### src/rtl/rca_seq_adder_pkg.sv
// Shared definitions for the nibble-serial adder.
// State encoding, stage width and index sizing.
package rca_seq_adder_pkg;

   localparam int NIBBLE_W = 4;

   typedef enum logic {
      IDLE = 1'b0,
      RUN  = 1'b1
   } state_t;

   function automatic int idx_w(input int n);
      return (n > 1) ? $clog2(n) : 1;
   endfunction

endpackage

### src/rtl/rca4_stage.sv
// Combinational 4-bit ripple-carry adder.
// Shared by every nibble cycle of the sequencer.
module rca4_stage (
   input  logic [3:0] a,
   input  logic [3:0] b,
   input  logic       cin,
   output logic [3:0] sum,
   output logic       cout
);

   logic [4:0] c;

   always_comb begin
      c[0] = cin;
      for (int i = 0; i < 4; i++) begin
         sum[i]   = a[i] ^ b[i] ^ c[i];
         c[i + 1] = (a[i] & b[i]) | (c[i] & (a[i] ^ b[i]));
      end
      cout = c[4];
   end

endmodule

### src/rtl/rca_seq_adder.sv
// Wide adder built from one shared 4-bit RCA stage.
// Processes one nibble per clock, LSB first.
module rca_seq_adder
   import rca_seq_adder_pkg::*;
#(
   parameter int WIDTH = 16
) (
   input  logic             clk,
   input  logic             rst_n,
   input  logic             start,
   input  logic [WIDTH-1:0] a,
   input  logic [WIDTH-1:0] b,
   input  logic             cin,
   output logic             busy,
   output logic             done,
   output logic [WIDTH-1:0] sum,
   output logic             cout
);

   localparam int NIBBLES = WIDTH / NIBBLE_W;
   localparam int IDX_W   = idx_w(NIBBLES);
   localparam logic [IDX_W-1:0] LAST = IDX_W'(NIBBLES - 1);

   state_t state, state_nx;

   logic [WIDTH-1:0] op_a, op_b;
   logic [WIDTH-1:0] work, work_nx;
   logic [IDX_W-1:0] idx;
   logic [IDX_W+1:0] base;
   logic             carry;
   logic             accept, last;

   logic [3:0] st_a, st_b, st_s;
   logic       st_co;

   rca4_stage u_stage (
      .a    (st_a),
      .b    (st_b),
      .cin  (carry),
      .sum  (st_s),
      .cout (st_co)
   );

   always_ff @(posedge clk or negedge rst_n) begin
      if (!rst_n) state <= IDLE;
      else        state <= state_nx;
   end

   always_comb begin
      state_nx = state;
      busy     = 1'b0;
      accept   = 1'b0;
      last     = 1'b0;
      unique case (state)
         IDLE: begin
            if (start) begin
               accept   = 1'b1;
               state_nx = RUN;
            end
         end
         RUN: begin
            busy = 1'b1;
            if (idx == LAST) begin
               last     = 1'b1;
               state_nx = IDLE;
            end
         end
         default: state_nx = IDLE;
      endcase
   end

   // Nibble select and working-sum merge for the current index.
   always_comb begin
      base    = {idx, 2'b00};
      st_a    = op_a[base +: NIBBLE_W];
      st_b    = op_b[base +: NIBBLE_W];
      work_nx = work;
      work_nx[base +: NIBBLE_W] = st_s;
   end

   always_ff @(posedge clk or negedge rst_n) begin
      if (!rst_n) begin
         op_a  <= '0;
         op_b  <= '0;
         work  <= '0;
         idx   <= '0;
         carry <= 1'b0;
         done  <= 1'b0;
         sum   <= '0;
         cout  <= 1'b0;
      end else begin
         done <= 1'b0;
         if (accept) begin
            op_a  <= a;
            op_b  <= b;
            carry <= cin;
            idx   <= '0;
            work  <= '0;
         end else if (busy) begin
            work  <= work_nx;
            carry <= st_co;
            idx   <= idx + 1'b1;
            // Results only move on completion.
            if (last) begin
               sum  <= work_nx;
               cout <= st_co;
               done <= 1'b1;
            end
         end
      end
   end

endmodule
### config.mk
export PLATFORM = sky130hd
export DESIGN_NAME = rca_seq_adder
export DESIGN_NICKNAME = d
export VERILOG_FILES = /design/src/rtl/rca_seq_adder_pkg.sv /design/src/rtl/rca4_stage.sv /design/src/rtl/rca_seq_adder.sv
export SDC_FILE = /design/constraint.sdc
export NUM_CORES = 1
export LEC_CHECK = 0
export CORE_AREA = 4 4 109 111
export CTS_CLUSTER_SIZE = 30
export DETAILED_ROUTE_END_ITERATION = 8
export DIE_AREA = 0 0 113 115
export GPL_TIMING_DRIVEN = 0
export PLACE_DENSITY = 0.6
export SYNTH_ARGS = -nofsm -noshare
export SYNTH_HDL_FRONTEND = slang
export SYNTH_SLANG_ARGS = --single-unit
### constraint.sdc
create_clock -name clk -period 7.5 [get_ports clk]
set_input_delay 1.125 -clock clk [delete_from_list [all_inputs] [get_ports clk]]
set_output_delay 1.125 -clock clk [all_outputs]
set_load 0.01 [all_outputs]
* After elaboration in Yosys (flattened, before gate mapping)
Cells that the tools add are included.
** Storage, ports and cells
- Output and inout port bits :: 19
- Word-level logic and storage cells :: 57
- Register bits after elaboration :: 70
- Bits of input ports :: 36
** Operators by class
- Bitwise operators :: 22
- $add $sub $neg :: 2
- Equal/unequal tests :: 1
- Muxes and demuxes :: 17
- Shift operators :: 4
- Reductions and logical operators :: 2
** Operators by type and width (number)
- 16-bit two-way mux :: 2
- 16-bit by 5-bit indexed part select with 4-bit output :: 2
- 16-bit bitwise mux :: 1
- 4-bit by 6-bit variable shift with 16-bit output, first input constant :: 1
- 4-bit by 6-bit indexed part select with 16-bit output :: 1
- 1-bit two-way mux :: 11
- 1-bit bitwise AND :: 8
- 1-bit XOR :: 8
- 4-bit negation with 6-bit output :: 1
- 2-bit two-way mux :: 2
- 1-bit bitwise OR :: 4
- 3-bit AND reduction :: 1
- 2-bit by 1-bit adder with 2-bit output, second input constant :: 1
- 2-bit == test, second input constant :: 1
- 1-bit inverter :: 2
- 1-bit case mux with 2 select lines :: 1
- 2-bit nonzero test :: 1

* Longest topological paths before layout
Gate-level depths: netlist of run 1.
- Word-level depth :: 13
- Mapped depth :: 12
- Gate-level depth less buffers :: 11

* Cells and area by module
From an unflattened synthesis of run 1, not the netlist that was laid out.
** Second synthesis, totals
- Cell total of the unflattened synthesis :: 232
- Area total of the unflattened synthesis :: 3049.2 um^2
** Modules (own cells, without submodules)
- rca_seq_adder :: seq. area each 1651.6 um^2, cells each 218, area each 2931.6 um^2, times used 1
- rca4_stage :: seq. area each 0.0 um^2, cells each 14, area each 117.6 um^2, times used 1

* Worst setup path after synthesis of run 1
No wires, ideal clock.
- Path type :: register to register
- Start :: register idx[0]
- End :: register sum[7]
- Data arrival time :: 2.757 ns
- Path buffers :: 1
- Setup time :: 0.087 ns
- Setup slack :: 4.656 ns
- Stages on the path, launching flop included :: 13
- Path through :: dfrtp_1 -> buf_6 -> mux4_1 -> inv_1 -> fa_1 -> inv_1 -> fa_1 -> inv_1 -> fa_1 -> inv_1 -> fa_1 -> nand3_1 -> o211ai_1
** On the way
- Cells in the longest elaborated chain, start to end :: 11
** RTL lines
- start, declared :: line rca_seq_adder.sv:28 : logic [IDX_W-1:0] idx;
- start signal, assigned :: line rca_seq_adder.sv:102 : idx <= idx + 1'b1;
- 16-bit by 5-bit indexed part select with 4-bit output, on equally long branches :: line rca_seq_adder.sv:75, rca_seq_adder.sv:76
- 1-bit XOR :: line rca4_stage.sv:16, rca4_stage.sv:17
- 1-bit bitwise AND :: line rca4_stage.sv:17 : c[i + 1] = (a[i] & b[i]) | (c[i] & (a[i] ^ b[i]));
- 1-bit bitwise OR :: line rca4_stage.sv:17
- 1-bit bitwise AND :: line rca4_stage.sv:17
- 1-bit bitwise OR :: line rca4_stage.sv:17
- 1-bit bitwise AND :: line rca4_stage.sv:17
- 1-bit bitwise OR :: line rca4_stage.sv:17
- 1-bit XOR :: line rca4_stage.sv:16 : sum[i] = a[i] ^ b[i] ^ c[i];
- 4-bit by 6-bit indexed part select with 16-bit output :: line rca_seq_adder.sv:78 : work_nx[base +: NIBBLE_W] = st_s;
- 16-bit bitwise mux :: line rca_seq_adder.sv:78
- end signal, assigned :: line rca_seq_adder.sv:105 : sum <= work_nx;
- end, declared :: line rca_seq_adder.sv:16 : output logic [WIDTH-1:0] sum,
Parallel ways exist; a longest one is shown, timed or not.
A chain may end at the register's enable or synchronous reset.

* Final worst setup path of run 1
- Start :: register idx[0]
- End :: register sum[11]
Same word-level chain as after synthesis.

==> key figures, run 1 <==
Status
  • Status: complete, no violations

Drt
  • Via/cell ratio: between 4 and 5
  • Antenna Nets Post-Route: 0
  • DRC: 0
  • Drt wl/cell: 16.49 um
  • DRT Wirelength: around 7000 um
  • Via count: 2,032
  • DRT iter0 DRCs: 64
  • DRT Pass-1 Iters: 4

Final layout
  • Number of diodes: 0
  • Final Net Count: about 330
  • Layout cell share with drive strength beyond 1: 0.2749
  • Layout area overhead: 27.80%
  • Post-Route Utilization: 0.3928

Pwr
  • Leakage: ~1.8 nW
  • Cell area power density: 445.0 nW/um2
  • Peak VDD IR: around 0.15 mV

Synth
  • Gate Count Post-Synth: 223
  • Synth area leaders: dfrtp_1 50%, mux2_4 13%, o2bb2ai_1 4.2%, a21bo_2 3.6%, mux4_2 3.4%
  • Ys flop type: dfrtp_1
  • Count leader, synth: dfrtp_1
  • Post-synth top cells: 66 x dfrtp_1, 29 x mux2_4, 16 x o2bb2ai_1
  • Post-Syn Area: about 3300 um2
  • Main combinational cell family by area after synthesis: multiplexers
  • Xor and xnor area share after synthesis: 0
  • Post-synth EDFFs: 0
  • Adder-cell share of the synthesized area: 0.04300
  • Post-Syn Nets: roughly 270
  • Library cells used by synthesis: 29
  • Post-synthesis sequential area ratio: 0.4979
  • Top-area cell type share of the netlist area: 0.4979
  • Fraction of the mapped netlist area in simple logic gates: 0.06865
  • Mux cell area share after synthesis: 0.2180
  • Post-synthesis area per instance: between 10 and 15 um2
  • Post-synthesis compound-gate area fraction: 0.1117
  • Synthesized flop and latch total: 66
  • Asr flop ratio synth: 1.000
  • Largest area contributor in the netlist: dfrtp_1
  • Warning count from the yosys run: 0

Worst setup path
  • R2R Setup Slk: between 4 and 5 ns
  • CP max FO: 10
  • FF-to-FF Start: idx[0]
  • Arrival time worst endpoint: roughly 3.5 ns
  • Required time worst endpoint: slightly below 8 ns
  • CP endpoint kind: flip-flop
  • Worst reg2reg path endpoint: sum[11]
  • Critical path origin: idx[0]
  • CP Class: flip-flop to flip-flop
  • Worst Reg-to-Reg Cells: 12
  • Startpoint types: flip-flop

Global routing
  • GRT met2 Usage: 0.1908
  • M3 GR Usage: 0.04842
  • Met1 GRT Util: 0.1549
  • Largest net degree at the start of global routing: 67
  • Most Crowded Layer GR: met2
  • Vias in the first global route: 2,292
  • First-pass GRT wire length: roughly 12,000 um
  • Antenna violations before repair: 0
  • GRT Total Usage: 0.1195
  • GRT Residual Overflow: 0

Floorplanning
  • Die X: roughly 110 um
  • Chip Height: approximately 120 um
  • IO Pins: 55
  • Core area: between 10,000 and 15,000 um2
  • Die footprint: 13,000 um2
  • Starting density of the core: 0.3073
  • FP Rows: 38

Clock tree
  • # resized after CTS: 0
  • CTS tree: yes
  • Worst skew pair latency: 0.34 ns
  • CTS Buffer Depth: 2
  • Hold_buf cts: 0
  • Clk slew on worst S/H paths: roughly 0.070 ns
  • Post-CTS setup buffers: 0
  • H-tree levels: 3
  • Total CTS buffers: 9
  • CTS root buf: clkbuf_8
  • Clock sink count: 66

Timing
  • Final Hold Fails: 0
  • Minimum clock period: ~3.3 ns
  • Worst Max-Slew Pin Slew: 0.8477 ns
  • Final setup viols: 0
  • Slew Limit Fails: 0
  • Highest Clock Rate: 0.3053 GHz
  • Worst Skew: 0.006798 ns
  • Period utilization: 0.4367
  • Setup TNS Final: 0 ns
  • RSZ-0062 raised after global routing: no
  • Rel. slew slack: 0.4349

Placement
  • Global placement routability congestion: approximately 0.82
  • I/O Buffers: between 50 and 60
  • Post-DP HPWL: 5111 um

Hold path
  • Hold WC Path Type: flip-flop to flip-flop
  • Worst Hold Launch: work[4]
  • Hold path endpoint: work[4]
  • WHS Path Cells: 1

Run
  • Max Cap Violations: 0
[worst max-delay path, cell delays in order, from the launching register on]
cell and delay, ns:
dfrtp_1 0.49, buf_6 0.22, mux4_1 0.59, inv_1 0.10, fa_1 0.16, inv_1 0.04
fa_1 0.34, inv_1 0.07, fa_1 0.16, inv_1 0.05, fa_1 0.52, nand3_1 0.19
o211ai_1 0.23
[power by group]
| part | leakage (nW) | switching, mW | internal [mW] | total (mW) |
|---|---|---|---|---|
| Combinational | 0.877 | 0.443 | 0.501 | 0.944 |
| Sequential | 0.836 | 0.0910 | 0.515 | 0.606 |
| Clock | 0.110 | 0.133 | 0.204 | 0.337 |
[routing by layer]
| metal | up-vias | wire [um] |
|---|---|---|
| li1 | 960 | - |
| met1 | 1010 | 3322 |
| met2 | 58 | 3322 |
| met3 | 4 | 429 |
| met4 | 0 | 34 |
| met5 | - | 0 |
[flip-flops by register name, summed over array words and instances (netlist names)]
register	cells
cout	1
work	12
carry	1
idx	2
op_a	16
state	1
op_b	16
done	1
sum	16
[worst max path at each step]
stage          endpoint  slack, ns  cells after the start
6_report        sum[11]       4.22                     12
4_1_cts          sum[7]       4.21                     12
3_3_place_gp     sum[1]       3.13                      1
2_1_floorplan    sum[7]       4.66                     12
5_1_grt          sum[7]       4.03                     12
3_5_place_dp     sum[7]       4.23                     12
[cell type report]
cell class / instances / area [um2]
Inverter: 12 / 45.04
Fill cell: 1046 / 6554
Clock inverter: 2 / 60.06
Clock buffer: 13 / 158.9
Timing Repair Buffer: 53 / 528.0
Multi-Input combinational cell: 127 / 1464
Sequential cell: 66 / 1652
Tap cell: 140 / 175.2
Buffer: 18 / 156.4
[metrics by stage]
step	cell area [um2]	total power, mW	hold slack, ns	cells	setup WS (ns)
global route	4239	2.030	0.5092	431	4.027
global placement	4023	1.559	0.4707	416	3.130
floorplan	3317	1.265	0.4560	223	4.656
CTS	4239	1.911	0.4929	431	4.206
detailed placement	4020	1.568	0.4733	416	4.234
finish	4239	1.886	0.4904	431	4.225
[cells by family after synthesis]
family	count (synthesis)
buffers and inverters	30
flip-flops	66
multiplexers	46
AND/OR/NAND/NOR	29
AO/OA/AOI/OAI	43
adder cells (fa/ha/maj)	9
[cells in the final DEF, fill, tap and decap left out, drive strengths merged, types with 2 or more instances in the layout]
cell	count
fa	4
mux4	8
clkdlybuf4s50	52
inv	12
nand2b	2
a21bo	12
nand3b	2
o211ai	12
dfrtp	66
mux2i	4
bufinv	2
nand3	2
nand4bb	3
mux2	34
ha	5
o2bb2ai	16
nand4b	13
buf	14
nand2	5
clkbuf	18
No activity file was read; power rests on OpenSTA's default activity.
==> run 2: changes to the inputs <==
Settings changed: PLACE_DENSITY 0.6 to 0.62.
Clock period 7.5 ns to 2.69 ns, I/O delays scaled along.
==> run 2 against run 1 <==
  * The run now ends with negative setup slack left
  * Clock power rose to 2.6 times the previous value
  * Sequential power rose to 2.8 times the previous value
  * Die area unchanged
  * Combinational power rose to 3.3 times the previous value
  * Sequential cell count unchanged
  * Critical path depth up 1
  * Routed wire length up 5.2%
  * Register-to-register slack worse by 4.5 ns
  * Worst hold slack worse by 0.33 ns
  * Critical endpoint is now work[7]
  * Highest routed layer unchanged
==> key figures, run 2 (same netlist as run 1, synthesis figures left out) <==
Status
  • Status: finished with violations
  • Failing checks: negative setup slack

Final layout
  • Largest regs: op_a x16, op_b x16, sum x16
  • Most frequent cells in the layout: 65 x dfrtp_1, 52 x clkdlybuf4s50_1, 29 x mux2_4
  • Layout cell share with drive strength beyond 1: 0.3557
  • Final Net Count: between 300 and 400
  • Most common cell after layout, fill and taps aside: dfrtp_1
  • Non-Filler Instances: around 440
  • Layout area overhead: 31.04%
  • Number of diodes: 0

Clock tree
  • Clk slew on worst S/H paths: 0.07 ns
  • Clock sink count: 66
  • CTS Buffer Depth: 2
  • Worst skew pair latency: 0.35 ns
  • H-tree levels: 3
  • CTS root buf: clkbuf_8
  • Total CTS buffers: 9
  • CTS tree: yes

Pwr
  • Cell area power density: between 1000 and 1500 nW/um2
  • Peak VDD IR: between 0.5 and 0.6 mV
  • Logic pwr share: 0.548
  • Sw Ratio: 0.3665
  • Sequential Power Share: 0.297
  • Leakage: 1.852 nW
  • Internal power: between 3 and 4 mW
  • Total power: roughly 5.7 mW
  • Clock power frac: 0.156
  • Net Sw Power: 2.102 mW

Worst setup path
  • Buffers and inverters on the worst path: 6
  • Stages on the worst setup path: 13
  • Startpoint types: flip-flop
  • Slowest stage delay, CP: between 0.5 and 0.6 ns
  • CP endpoint kind: flip-flop
  • FF-to-FF Start: idx[0]
  • CP max FO: 4
  • Worst Reg-to-Reg Cells: 13
  • Slowest-stage cell, CP: fa_2
  • Crit-path cells: buf_12, mux4_2, inv_2, fa_2, inv_2, fa_2, inv_2, fa_2, inv_2, fa_2, buf_4, nand2_4, o2bb2ai_1
  • CP Class: flip-flop to flip-flop
  • Worst path top cell family by delay: adder cells
  • Required time worst endpoint: between 2 and 3 ns
  • Arrival time worst endpoint: about 3.2 ns
  • Critical path origin: idx[0]

Timing
  • Period utilization: 1.087
  • RSZ-0062 raised after global routing: yes
  • Final setup viols: 10
  • Slew Limit Fails: 0
  • Rel. slew slack: 0.4470
  • Final Hold Fails: 0
  • Worst Skew: about 0.011 ns
  • Minimum clock period: approximately 2.9 ns
  • Worst Max-Slew Pin Slew: between 0.8 and 0.9 ns
  • Highest Clock Rate: approximately 0.34 GHz
  • Setup ws final: -0.2344 ns

Floorplanning
  • Core area: between 10,000 and 15,000 um2
  • IO Pins: between 50 and 60
  • Die X: approximately 110 um
  • Chip Height: ~120 um
  • Die footprint: approximately 13,000 um2
  • Starting density of the core: 0.3073
  • FP Rows: 38

Global routing
  • Largest net degree at the start of global routing: 67
  • Antenna violations before repair: 0
  • GRT Total Usage: 0.1204
  • First-pass GRT wire length: roughly 12,000 um
  • Vias in the first global route: around 2,300
  • GRT Residual Overflow: 0

Placement
  • Cells after DPL: 416
  • I/O Buffers: 53
  • Global placement routability congestion: approximately 0.8
  • Place WS: -0.5196 ns
  • Post-DP HPWL: about 5200 um

Drt
  • DRT Wirelength: roughly 7500 um
  • DRT Pass-1 Iters: 4
  • DRC: 0
  • DRT iter0 DRCs: between 50 and 60
  • Antenna Nets Post-Route: 0
  • Via count: 2,084
  • Via/cell ratio: about 4.8
  • Drt wl/cell: about 17 um

Hold path
  • Hold WC Path Type: input pin to asynchronous set/reset pin

Run
  • Max Cap Violations: 0
run 2: area by class of cell:
type                       count  area [um2]
sequential                    66        1653
clock buffer                  13       168.9
buffer                        18       167.7
inverter                      12       45.04
fill                        1016        6446
tap                          140       175.2
clock inverter                 3       46.29
timing repair buffer          59       573.1
multi-input combinational    127        1518
run 2: through the flow:
stage	cell area [um2]	hold slack, ns	utilization	TNS (ns)
floorplan	3318	0.1079	-	-0.5484
global placement	4024	0.4718	0.3728	-68.88
detailed placement	4021	0.4779	0.3726	-6.023
CTS	4295	0.1800	0.3980	-1.591
global route	4347	0.2218	0.4027	-2.619
finish	4347	0.1568	0.4027	-1.391
run 2: path summary, 6_finish.rpt:
kind	slack, ns	end
worst max-delay path	-0.23	work[7]
max in group asynchronous	1.93	idx[0]
worst max register to register	-0.23	work[7]
min in group clk	0.29	idx[1]
worst min-delay path	0.16	op_b[4]
worst min register to register	0.50	work[0]
run 2: repair_timing:
action | 4_1_cts | 5_1_grt
endpoints found under the hold margin | 0 | 0
resized for setup | 15 | 7
hold buffers | 0 | 0
pin swaps | 4 | 5
setup buffers | 5 | 1
setup endpoints to repair | 16 | 16
run 2: power by group through the flow:
stage	clock [mW]	combinational, mW	sequential [mW]
after floorplan	0	1.88	1.67
after global placement	0	2.69	1.70
after detailed placement	0	2.73	1.71
after CTS	0.920	2.94	1.70
after global routing	0.960	3.40	1.76
final	0.893	3.14	1.70
run 2: routing by layer:
metal,GRT usage,wire (um),vias to the layer above
li1,-,-,973
met1,0.1519,3349,1039
met2,0.1963,3579,61
met3,0.04158,450,11
met4,0.03606,99,0
met5,0,0,-
==> run 3: changes to the inputs <==
Settings changed: CTS_CLUSTER_SIZE 30 to 24.
==> results of run 3 <==
The final DEF is identical to that of run 2; final timing and power are the same.
